$ cat src/rtl/multiplier_n_bit_seq_v_pkg.sv
// Shared definitions for the sequential shift-add multiplier.
// State encoding and counter sizing live here so every file agrees.
package mult_pkg;

    typedef enum logic [1:0] {
        IDLE = 2'd0,
        RUN  = 2'd1
    } state_t;

    function automatic int cnt_w(input int w);
        return (w < 2) ? 1 : $clog2(w);
    endfunction

endpackage

$ cat src/rtl/multiplier_n_bit_seq_v_if.sv
// Request/result bundle of the sequential multiplier.
// The requester drives the i_* side and observes the o_* side.
interface multiplier_n_bit_seq_v_if #(
    parameter int WIDTH = 4
);
    import mult_pkg::*;

    logic               i_start;
    logic               i_signed;
    logic [WIDTH-1:0]   i_a;
    logic [WIDTH-1:0]   i_b;
    logic               o_busy;
    logic               o_done;
    logic [2*WIDTH-1:0] o_f;

    modport master (
        output i_start, i_signed, i_a, i_b,
        input  o_busy, o_done, o_f
    );

    modport slave (
        input  i_start, i_signed, i_a, i_b,
        output o_busy, o_done, o_f
    );

endinterface

$ cat src/rtl/multiplier_n_bit_seq_v_abs.sv
// Conditional two's-complement negate; used both for operand
// magnitudes and for restoring the sign of the product.
module twos_comp_abs_v #(
    parameter int WIDTH = 4
) (
    input  logic             neg,
    input  logic [WIDTH-1:0] x,
    output logic [WIDTH-1:0] y
);

    assign y = neg ? (~x + 1'b1) : x;

endmodule

$ cat src/rtl/multiplier_n_bit_seq_v.sv
// Multi-cycle radix-2 shift-add multiplier, signed or unsigned,
// with a start/busy/done handshake and a held product register.
module multiplier_n_bit_seq_v
    import mult_pkg::*;
#(
    parameter int WIDTH = 4
) (
    input  logic i_clk,
    input  logic i_rst,
    multiplier_n_bit_seq_v_if.slave bus
);

    localparam int            CW   = cnt_w(WIDTH);
    localparam logic [CW-1:0] LAST = CW'(WIDTH - 1);

    state_t               state;
    state_t               state_n;
    logic [CW-1:0]        cnt;
    logic [2*WIDTH-1:0]   acc;
    logic [2*WIDTH-1:0]   acc_step;
    logic [2*WIDTH-1:0]   prod_fix;
    logic [2*WIDTH-1:0]   f;
    logic [WIDTH-1:0]     mcand;
    logic [WIDTH-1:0]     a_mag;
    logic [WIDTH-1:0]     b_mag;
    logic [WIDTH:0]       sum;
    logic                 sign;
    logic                 done;
    logic                 load;
    logic                 step;
    logic                 last;

    twos_comp_abs_v #(.WIDTH(WIDTH)) u_abs_a (
        .neg (bus.i_signed & bus.i_a[WIDTH-1]),
        .x   (bus.i_a),
        .y   (a_mag)
    );

    twos_comp_abs_v #(.WIDTH(WIDTH)) u_abs_b (
        .neg (bus.i_signed & bus.i_b[WIDTH-1]),
        .x   (bus.i_b),
        .y   (b_mag)
    );

    // Upper half keeps the carry so the shift never loses a bit.
    assign sum      = {1'b0, acc[2*WIDTH-1:WIDTH]}
                    + (acc[0] ? {1'b0, mcand} : '0);
    assign acc_step = {sum, acc[WIDTH-1:1]};

    twos_comp_abs_v #(.WIDTH(2*WIDTH)) u_neg (
        .neg (sign),
        .x   (acc_step),
        .y   (prod_fix)
    );

    always_ff @(posedge i_clk) begin
        if (i_rst) begin
            state <= IDLE;
        end else begin
            state <= state_n;
        end
    end

    always_comb begin
        state_n = state;
        load    = 1'b0;
        step    = 1'b0;
        last    = 1'b0;
        case (state)
            IDLE: begin
                if (bus.i_start) begin
                    load    = 1'b1;
                    state_n = RUN;
                end
            end
            RUN: begin
                step = 1'b1;
                if (cnt == LAST) begin
                    last    = 1'b1;
                    state_n = IDLE;
                end
            end
            default: state_n = IDLE;
        endcase
    end

    always_ff @(posedge i_clk) begin
        if (i_rst) begin
            cnt   <= '0;
            acc   <= '0;
            mcand <= '0;
            sign  <= 1'b0;
            f     <= '0;
            done  <= 1'b0;
        end else begin
            done <= last;
            if (load) begin
                cnt   <= '0;
                acc   <= {{WIDTH{1'b0}}, b_mag};
                mcand <= a_mag;
                sign  <= bus.i_signed
                       & (bus.i_a[WIDTH-1] ^ bus.i_b[WIDTH-1]);
            end else if (step) begin
                cnt <= cnt + 1'b1;
                acc <= acc_step;
                if (last) begin
                    f <= prod_fix;
                end
            end
        end
    end

    assign bus.o_busy = (state == RUN);
    assign bus.o_done = done;
    assign bus.o_f    = f;

endmodule
$ cat src/flat_wrapper.sv
// flat-port wrapper written by rule: the top's interface ports become plain ports
module multiplier_n_bit_seq_v_flat import mult_pkg::*;
#(
    parameter int WIDTH = 4
)
  (i_clk, i_rst, bus_i_start, bus_i_signed, bus_i_a, bus_i_b, bus_o_busy, bus_o_done, bus_o_f);
  multiplier_n_bit_seq_v_if #(.WIDTH(WIDTH)) bus_i ();
  input  logic i_clk;
  input  logic i_rst;
  input wire logic [$bits(bus_i.i_start)-1:0] bus_i_start;
  input wire logic [$bits(bus_i.i_signed)-1:0] bus_i_signed;
  input wire logic [$bits(bus_i.i_a)-1:0] bus_i_a;
  input wire logic [$bits(bus_i.i_b)-1:0] bus_i_b;
  output wire logic [$bits(bus_i.o_busy)-1:0] bus_o_busy;
  output wire logic [$bits(bus_i.o_done)-1:0] bus_o_done;
  output wire logic [$bits(bus_i.o_f)-1:0] bus_o_f;
  assign bus_i.i_start = bus_i_start;
  assign bus_i.i_signed = bus_i_signed;
  assign bus_i.i_a = bus_i_a;
  assign bus_i.i_b = bus_i_b;
  assign bus_o_busy = bus_i.o_busy;
  assign bus_o_done = bus_i.o_done;
  assign bus_o_f = bus_i.o_f;
  multiplier_n_bit_seq_v #(.WIDTH(WIDTH)) u_core (.i_clk(i_clk), .i_rst(i_rst), .bus(bus_i));
endmodule
$ cat config.mk
export PLATFORM = sky130hd
export DESIGN_NAME = multiplier_n_bit_seq_v_flat
export DESIGN_NICKNAME = d
export VERILOG_FILES = /design/src/rtl/multiplier_n_bit_seq_v_pkg.sv /design/src/rtl/multiplier_n_bit_seq_v_if.sv /design/src/rtl/multiplier_n_bit_seq_v_abs.sv /design/src/rtl/multiplier_n_bit_seq_v.sv /design/src/flat_wrapper.sv
export SDC_FILE = /design/constraint.sdc
export NUM_CORES = 1
export LEC_CHECK = 0
export CORE_ASPECT_RATIO = 1.2
export CORE_MARGIN = 2
export CORE_UTILIZATION = 49
export DETAILED_ROUTE_END_ITERATION = 8
export GPL_TIMING_DRIVEN = 0
export PLACE_DENSITY = 0.74
export RECOVER_POWER = 25
export SKIP_CTS_REPAIR_TIMING = 1
export SYNTH_ARGS = -nofsm -noshare
export SYNTH_HDL_FRONTEND = slang
export SYNTH_SLANG_ARGS = --single-unit
$ cat constraint.sdc
create_clock -name i_clk -period 3.25 [get_ports i_clk]
set_input_delay 0.975 -clock i_clk [delete_from_list [all_inputs] [get_ports i_clk]]
set_output_delay 0.975 -clock i_clk [all_outputs]
set_load 0.01 [all_outputs]
==> flow_summary_export.csv, run 1 <==
group,metric,value,unit
run_status,status,"completed",
layout,post-route-util,0.5955,
route,drtIter0Drc,12,
min_path,hp-class,"register to register",
floorplanning,num_rows,21,
layout,n_antenna_cell,0,
timing,fin_skew,0.006300,ns
timing,worstMarginPinSlew,0.5027,ns
floorplanning,die_area,3294,um^2
min_path,min_to,"u_core.mcand[3]",
global_routing,grt_max_degree,16,
power,seqPwrFrac,0.576,
placement,gp_congestion,0.8197,
cts,cts_tree,"done",
worst_setup_path,arrival,2.60,ns
worst_setup_path,ff2ff_path_depth,7,
worst_setup_path,path_class,"register to register",
route,vias_per_cell,5.594,
worst_setup_path,crit_fanout,6,
timing,rsz0062_at_grt,"false",
layout,drive_gt1_frac,0.07104,
synth,synth-edff-count,0,
worst_setup_path,regToRegSetupSlack,0.87,ns
layout,multi_input_area,804.5,um^2
layout,nFillCells,259,
route,antenna_left,0,
synth,yosysSeqAreaShare,0.3584,
synth,ys_ff_latch,25,
power,comb_power_share,0.171,
floorplanning,initial_utilization,0.5061,
route,drc,0,
timing,finalCritPeriodShare,0.7331,
min_path,min_path_cells,2,
power,switching_share,0.2744,
synth,syn_inst,160,
synth,synth.top_cell.area_share,0.3584,
power,power.switching,0.1546,mW
worst_setup_path,worst_ep_required_time,3.47,ns
min_path,min-delay-start,"u_core.mcand[3]",
synth,syn-cell-area,1396,um^2
worst_setup_path,crit_start,"u_core.acc[0]",
synth,synthTopCellsByArea,"dfxtp_1 (36%), ha_1 (7.2%), a21oi_1 (4.7%)",
worst_setup_path,worstReg2RegEnd,"u_core.bus.o_f[7]",
power,power_density,342.9,nW/um^2
power,p_leak,0.6510,nW
route,avgRoutedWirePerCell,12.79,um
cts,htree_num_levels,1,
synth,yosys_warnings,0,
placement,pre_cts_ws,0.6955,ns
timing,finalCriticalPeriod,2.383,ns
power,clockPowerShare,0.253,
floorplanning,die_w,52.73,um
cts,clk_pin_slew,0.14,ns
timing,slew_violations,0,
global_routing,grt_pass1_vias,1156,
cts,clk_latency,0.32,ns
worst_setup_path,worstSetupStartpointType,"register",
synth,synth.distinct_cells,43,
timing,relSlewSlack,0.6638,
global_routing,grt_antenna_before_repair,0,
layout,layout.area.seq,500.5,um^2
synth,synthArstFlopShare,0,
worst_setup_path,timing.critical_path.to_type,"register",
route,dr.pass1.iters,4,
power,ir_drop,0.2195,mV
global_routing,gr-total-overflow,0,
layout,area_growth,17.65,%
floorplanning,core_area,2759,um^2
timing,finalSetupTns,0,ns
cts,clock-sinks,25,
synth,synth_top_flop_cell,"dfxtp_1",
power,p_int,0.4087,mW
timing,setup_violations,0,
global_routing,grt_use_total,0.1888,
synth,avgSynthCellArea,8.727,um^2
cts,cts_inserted_buffers,3,
worst_setup_path,reg2reg_from,"u_core.acc[0]",
run,maxCapViolations,0,
layout,nets,205,
layout,fin_cells,217,
placement,dp.cells,213,
synth,syn_nets,181,
timing,final.setup.worst_slack,0.8674,ns
cts,cts_buffer_depth,2,
floorplanning,num_io_pins,22,
global_routing,grt_pass1_wl,4871,um
cts,root_buffer,"clkbuf_4",
route,vias,1214,
timing,fmax,419.7,MHz
synth,yosys.area.top_type,"dfxtp_1",
placement,dp.final_hpwl,2214,um
timing,hold_violations,0,
placement,portBuffers,19,
route,finalWirelength,2775,um
floorplanning,die_h,62.48,um
[power groups by stage]
stage               Sequential (mW)  Clock [mW]  Combinational, mW
finish                        0.325       0.142             0.0964
global route                  0.326       0.163              0.108
CTS                           0.325       0.146             0.0976
detailed placement            0.331           0             0.0973
global placement              0.331           0             0.0948
floorplan                     0.329           0             0.0659
[through the flow]
step	hold slack, ns	total power [mW]	cell area [um^2]
6_report	0.4695	0.5633	1643
5_1_grt	0.4897	0.5981	1643
4_1_cts	0.4707	0.5678	1659
3_5_place_dp	0.4508	0.4287	1629
3_3_place_gp	0.4446	0.4253	1629
2_1_floorplan	0.4317	0.3951	1396
[synthesized netlist by cell type, types with 2 or more instances]
| cell | n |
|---|---|
| a311oi_1 | 3 |
| ha_1 | 8 |
| inv_1 | 8 |
| or3b_2 | 2 |
| buf_6 | 2 |
| nand3_1 | 7 |
| o31ai_1 | 4 |
| nand2_1 | 16 |
| o21ai_0 | 3 |
| and2_1 | 4 |
| buf_4 | 2 |
| xor2_1 | 3 |
| nor3_1 | 2 |
| nor3b_1 | 6 |
| a211oi_1 | 2 |
| nor2b_1 | 4 |
| nor2_1 | 9 |
| nand2b_1 | 2 |
| dfxtp_1 | 25 |
| a22o_1 | 5 |
| clkbuf_1 | 6 |
| xnor2_1 | 4 |
| a21oi_1 | 13 |
[critical path, cell delays in order (launching register included)]
cell and delay (ns):
dfxtp_1 0.37, and2_0 0.15, ha_1 0.22, fa_1 0.41
xor2_1 0.23, or4_1 0.50, a222oi_1 0.29, nand3_1 0.11
[registers in the layout, summed over array words and instances, names as in the netlist]
name / flops
u_core.acc: 8
u_core.bus.o_f: 8
u_core.mcand: 4
u_core.cnt: 2
u_core.bus.o_done: 1
u_core.sign: 1
u_core.state: 1
[cells by family after synthesis]
family / count (synthesis) / synth area share
AOI/OAI and AO/OA: 40 / 0.2061
adders and majority gates: 9 / 0.08602
DFF: 25 / 0.3584
and+or+nand+nor: 61 / 0.2410
buffers and inverters: 18 / 0.06451
xor gates and xnor gates: 7 / 0.04391
[cells in the final DEF, fill, tap and decap left out, types with 2 or more instances in the layout]
cell type and instances:
dfxtp_1 25, clkdlybuf4s50_1 18, nand2_1 16, a21oi_1 13, nor2_1 9, inv_1 8
clkbuf_1 8, ha_1 8, nand3_1 7, nor3b_1 6, a22o_1 5, nor2b_1 4
o31ai_1 4, xnor2_1 4, and2_1 3, xor2_1 3, o21ai_0 3, a311oi_1 3
clkbuf_4 3, buf_4 2, nand2b_1 2, or3b_2 2, nor3_1 2, a211oi_1 2
[metal layers]
metal | wire [um] | GRT usage | part of all wire | vias up
met5 | 0 | 0 | 0 | -
met4 | 88 | 0.09615 | 0.032 | 0
met3 | 82 | 0.01435 | 0.030 | 10
met2 | 1359 | 0.3297 | 0.49 | 28
met1 | 1245 | 0.2217 | 0.45 | 555
li1 | - | - | - | 621
[worst max path at each step]
stage | slack, ns | to | depth (start not counted)
detailed placement | 0.70 | u_core.acc[2] | 7
floorplan | 1.07 | u_core.bus.o_f[7] | 7
finish | 0.87 | u_core.bus.o_f[7] | 7
CTS | 0.86 | u_core.bus.o_f[7] | 7
global placement | 0.74 | u_core.acc[2] | 7
global route | 0.70 | u_core.bus.o_f[7] | 7
[area by class of cell]
cell class,instances,share of cell area
multi-input cells,117,0.4897
flip-flops and latches,25,0.3046
repair buffers,19,0.1158
plain buffers,10,0.02742
well taps,34,0.02589
inverters,8,0.01828
clock buffers,3,0.01371
clock inverters,1,0.004570
(Power assumes the default switching activity.)
==> inputs of run 2 (changes only) <==
==> constraint.sdc (replaced) <==
create_clock -name i_clk -period 2.2 [get_ports i_clk]
set_input_delay 0.66 -clock i_clk [delete_from_list [all_inputs] [get_ports i_clk]]
set_output_delay 0.66 -clock i_clk [all_outputs]
set_load 0.01 [all_outputs]
==> flow_summary_export.csv, run 2 (synthesis results as in run 1) <==
group,metric,value,unit
worst_setup_path,path_class,"register to register",
power,power_density,490.8,nW/um^2
floorplanning,die_area,3294,um^2
global_routing,gr-total-overflow,0,
cts,cts_buffer_depth,2,
route,avgRoutedWirePerCell,12.90,um
route,drtIter0Drc,15,
placement,dp.cells,213,
power,p_leak,0.6692,nW
layout,n_antenna_cell,0,
placement,pre_cts_ws,-0.1622,ns
timing,fmax,449.6,MHz
timing,setup_violations,1,
worst_setup_path,arrival,2.44,ns
route,vias_per_cell,5.673,
timing,finalCriticalPeriod,2.224,ns
global_routing,grt_max_degree,16,
timing,rsz0062_at_grt,"true",
run_status,violations,"setup timing",
route,vias,1248,
placement,dp.final_hpwl,2214,um
timing,hold_violations,0,
layout,final_common_cell,"dfxtp_1",
route,drc,0,
worst_setup_path,ff2ff_path_depth,6,
timing,finalCritPeriodShare,1.011,
floorplanning,die_w,52.73,um
run_status,status,"complete, but fails checks",
worst_setup_path,worstSetupStartpointType,"register",
global_routing,grt_pass1_vias,1156,
route,dr.pass1.iters,4,
worst_setup_path,reg2reg_from,"u_core.mcand[0]",
cts,root_buffer,"clkbuf_4",
floorplanning,num_io_pins,22,
global_routing,grt_pass1_wl,4871,um
worst_setup_path,crit_start,"u_core.mcand[0]",
cts,clk_pin_slew,0.14,ns
worst_setup_path,worst_ep_required_time,2.41,ns
layout,nets,208,
power,ir_drop,0.3241,mV
timing,relSlewSlack,0.6756,
min_path,min-delay-start,"u_core.mcand[3]",
floorplanning,initial_utilization,0.5061,
worst_setup_path,worstReg2RegEnd,"u_core.bus.o_f[7]",
placement,portBuffers,19,
global_routing,grt_antenna_before_repair,0,
cts,clock-sinks,25,
route,antenna_left,0,
floorplanning,num_rows,21,
timing,fin_skew,0.004057,ns
min_path,hp-class,"register to register",
timing,slew_violations,0,
layout,drive_gt1_frac,0.1344,
floorplanning,core_area,2759,um^2
cts,cts_inserted_buffers,3,
worst_setup_path,regToRegSetupSlack,-0.02,ns
worst_setup_path,crit_fanout,5,
layout,fin_cells,220,
floorplanning,die_h,62.48,um
global_routing,grt_use_total,0.1888,
run,maxCapViolations,0,
route,finalWirelength,2837,um
timing,worstMarginPinSlew,0.4866,ns
layout,post-route-util,0.6222,
layout,area_growth,22.94,%
timing,final.setup.worst_slack,-0.02423,ns
cts,htree_num_levels,1,
placement,gp_congestion,0.8197,
worst_setup_path,crit_path_end,"u_core.bus.o_f[7]",
cts,cts_tree,"done",
worst_setup_path,timing.critical_path.to_type,"register",
layout,layout_common_cells,"dfxtp_1 (23), clkdlybuf4s50_1 (18), nand2_1 (16), a21oi_1 (13), nor2_1 (9)",
cts,clk_latency,0.32,ns
[run 2: changes by cell type in the layout (fill, tap and decap cells not counted), moves of 2 or more]
| cell | change |
|---|---|
| and2_4 | +2 |
| dfxtp_1 | -2 |
| dfxtp_2 | +2 |
| buf_4 | +3 |
| ha_1 | -2 |
[run 2: through the flow]
stage               power (mW)  setup TNS, ns  area, um^2  hold slack, ns
detailed placement      0.6333        -0.2017        1629          0.4508
CTS                     0.8388        -0.1943        1659          0.4707
global route            0.8934        -0.1472        1717          0.4897
floorplan               0.5836              0        1396          0.4317
finish                  0.8425       -0.02423        1717          0.4730
global placement        0.6283        -0.1089        1629          0.4446
[run 2: area by class of cell]
| cell class | instances | area, um^2 |
|---|---|---|
| timing repair buffer | 22 | 212.7 |
| sequential | 25 | 503.0 |
| clock inverter | 1 | 7.507 |
| buffer | 10 | 52.55 |
| tap | 34 | 42.54 |
| clock buffer | 3 | 22.52 |
| fill | 250 | 1042 |
| inverter | 8 | 30.03 |
| multi-input combinational | 117 | 845.8 |
[run 2: worst min-delay path by stage]
stage | depth (start not counted) | to
6_report | 2 | u_core.mcand[3]
5_1_grt | 2 | u_core.mcand[3]
4_1_cts | 2 | u_core.mcand[3]
3_5_place_dp | 2 | u_core.mcand[3]
3_3_place_gp | 2 | u_core.mcand[3]
2_1_floorplan | 2 | u_core.mcand[0]
[run 2: critical path: stages (launching register included)]
cell,delay (ns)
dfxtp_2,0.35
and2_4,0.15
ha_4,0.16
fa_2,0.49
or4_1,0.53
a222oi_1,0.33
nand3_1,0.11
[run 2: layer usage]
layer	vias to the layer above	track usage	routed length, um
met5	-	0	0
met4	0	0.09615	68
met3	8	0.01435	112
met2	33	0.3297	1421
met1	581	0.2217	1234
li1	626	-	-
[run 2: report_power, final]
part / internal (mW) / switching, mW / total [mW] / leakage, nW
logic: 0.0731 / 0.0785 / 0.152 / 0.451
registers: 0.468 / 0.0113 / 0.480 / 0.204
clock network: 0.0695 / 0.142 / 0.211 / 0.0139
total: 0.611 / 0.231 / 0.842 / 0.669
==> inputs of run 3 (changes only) <==
--- a/config.mk
+++ b/config.mk
@@ -5,11 +5,14 @@
 export SDC_FILE = /design/constraint.sdc
 export NUM_CORES = 1
 export LEC_CHECK = 0
+export ABC_CLOCK_PERIOD_IN_PS = 2200
 export CORE_ASPECT_RATIO = 1.2
 export CORE_MARGIN = 2
 export CORE_UTILIZATION = 49
+export CTS_CLUSTER_DIAMETER = 60
 export DETAILED_ROUTE_END_ITERATION = 8
 export GPL_TIMING_DRIVEN = 0
+export MAX_ROUTING_LAYER = met4
 export PLACE_DENSITY = 0.74
 export RECOVER_POWER = 25
 export SKIP_CTS_REPAIR_TIMING = 1
==> flow_summary_export.csv, run 3 (synthesis results as in run 1) <==
group,metric,value,unit
placement,gp_congestion,0.8320,
layout,n_antenna_cell,0,
floorplanning,core_area,2759,um^2
global_routing,grt_use_total,0.1943,
timing,slew_violations,0,
timing,finalCriticalPeriod,2.231,ns
min_path,hp-class,"register to register",
worst_setup_path,worst_ep_required_time,2.41,ns
worst_setup_path,crit_fanout,5,
power,clockPowerShare,0.250,
layout,nets,208,
floorplanning,die_area,3294,um^2
power,ir_drop,0.3240,mV
power,p_leak,0.6692,nW
floorplanning,die_w,52.73,um
global_routing,grt_pass1_wl,4885,um
cts,clock-sinks,25,
timing,finalCritPeriodShare,1.014,
cts,cts_buffer_depth,2,
timing,hold_violations,0,
route,drc,0,
timing,fmax,448.2,MHz
layout,stdcell_area,1717,um^2
run_status,status,"complete, but fails checks",
power,comb_power_share,0.180,
power,p_int,0.6111,mW
cts,clk_latency,0.32,ns
global_routing,grt_max_degree,16,
placement,portBuffers,19,
run_status,violations,"setup timing",
cts,htree_num_levels,1,
timing,relSlewSlack,0.6740,
placement,dp.final_hpwl,2214,um
route,wirelength_met1,1250,um
power,power.switching,0.2315,mW
cts,cts_inserted_buffers,3,
global_routing,grt_antenna_before_repair,0,
global_routing,gr-total-overflow,0,
layout,drive_gt1_frac,0.1344,
route,antenna_left,0,
timing,fin_skew,0.003749,ns
cts,clk_pin_slew,0.14,ns
worst_setup_path,timing.critical_path.to_type,"register",
cts,cts_tree,"done",
timing,final.setup.worst_slack,-0.03131,ns
global_routing,grt_pass1_vias,1154,
power,power_density,490.8,nW/um^2
route,met2_wirelength,1427,um
route,drtIter0Drc,15,
route,dr_wl_met3,99,um
floorplanning,die_h,62.48,um
timing,rsz0062_at_grt,"true",
worst_setup_path,path_class,"register to register",
route,finalWirelength,2845,um
placement,placed_area,1629,um^2
floorplanning,num_io_pins,22,
layout,area_growth,22.94,%
route,vias,1252,
run,maxCapViolations,0,
route,top_layer,"met4",
route,dr.pass1.iters,4,
worst_setup_path,worstSetupStartpointType,"register",
power,switching_share,0.2748,
power,seqPwrFrac,0.569,
floorplanning,initial_utilization,0.5061,
worst_setup_path,arrival,2.45,ns
layout,final_common_cell,"dfxtp_1",
floorplanning,num_rows,21,
cts,root_buffer,"clkbuf_4",
layout,layout_common_cells,"dfxtp_1 (23), clkdlybuf4s50_1 (18), nand2_1 (16), a21oi_1 (13), nor2_1 (9)",
route,avgRoutedWirePerCell,12.93,um
route,vias_per_cell,5.691,
timing,setup_violations,1,
timing,worstMarginPinSlew,0.4890,ns
timing,whs,0.4726,ns
## run 3: path summary, 6_finish.rpt
kind	start	end	slack, ns	cells after the start
min reg2reg	u_core.mcand[3]	u_core.mcand[3]	0.47	2
max reg2reg	u_core.mcand[0]	u_core.bus.o_f[7]	-0.03	6
max	u_core.mcand[0]	u_core.bus.o_f[7]	-0.03	6
min	u_core.mcand[3]	u_core.mcand[3]	0.47	2
## run 3: stage by stage
step,TNS [ns],power [mW],setup slack (ns),std cells,util
4_1_cts,-0.1943,0.8388,-0.1943,217,0.6014
3_5_place_dp,-0.2017,0.6333,-0.1622,213,0.5905
6_report,-0.03131,0.8426,-0.03131,220,0.6222
5_1_grt,-0.1472,0.8935,-0.1472,220,0.6222
2_1_floorplan,0,0.5836,0.02489,160,-
3_3_place_gp,-0.1089,0.6283,-0.1089,213,0.5905
## run 3: power groups by stage
stage / Sequential, mW / Clock [mW] / Combinational [mW]
after floorplan: 0.486 / 0 / 0.0973
after global placement: 0.488 / 0 / 0.140
after detailed placement: 0.489 / 0 / 0.144
after CTS: 0.479 / 0.215 / 0.144
after global routing: 0.482 / 0.242 / 0.170
final: 0.480 / 0.211 / 0.152
## run 3: worst max-delay path, stage by stage (launching register included)
cell and delay [ns]:
dfxtp_2 0.35, and2_4 0.16, ha_4 0.16, fa_2 0.49, or4_1 0.54, a222oi_1 0.33, nand3_1 0.11
## run 3: per-layer routing
layer  global-route usage  up-vias
met4              0.09615        0
met2               0.3281       29
met5                    -        -
met3              0.01435        8
li1                     -      625
met1               0.2247      590
## run 3: cell type report
class,instances,area (um^2)
clock inverters,1,7.507
clock buffers,3,22.52
flip-flops and latches,25,503.0
plain buffers,10,52.55
repair buffers,22,212.7
inverters,8,30.03
multi-input cells,117,845.8
well taps,34,42.54
fillers,250,1042
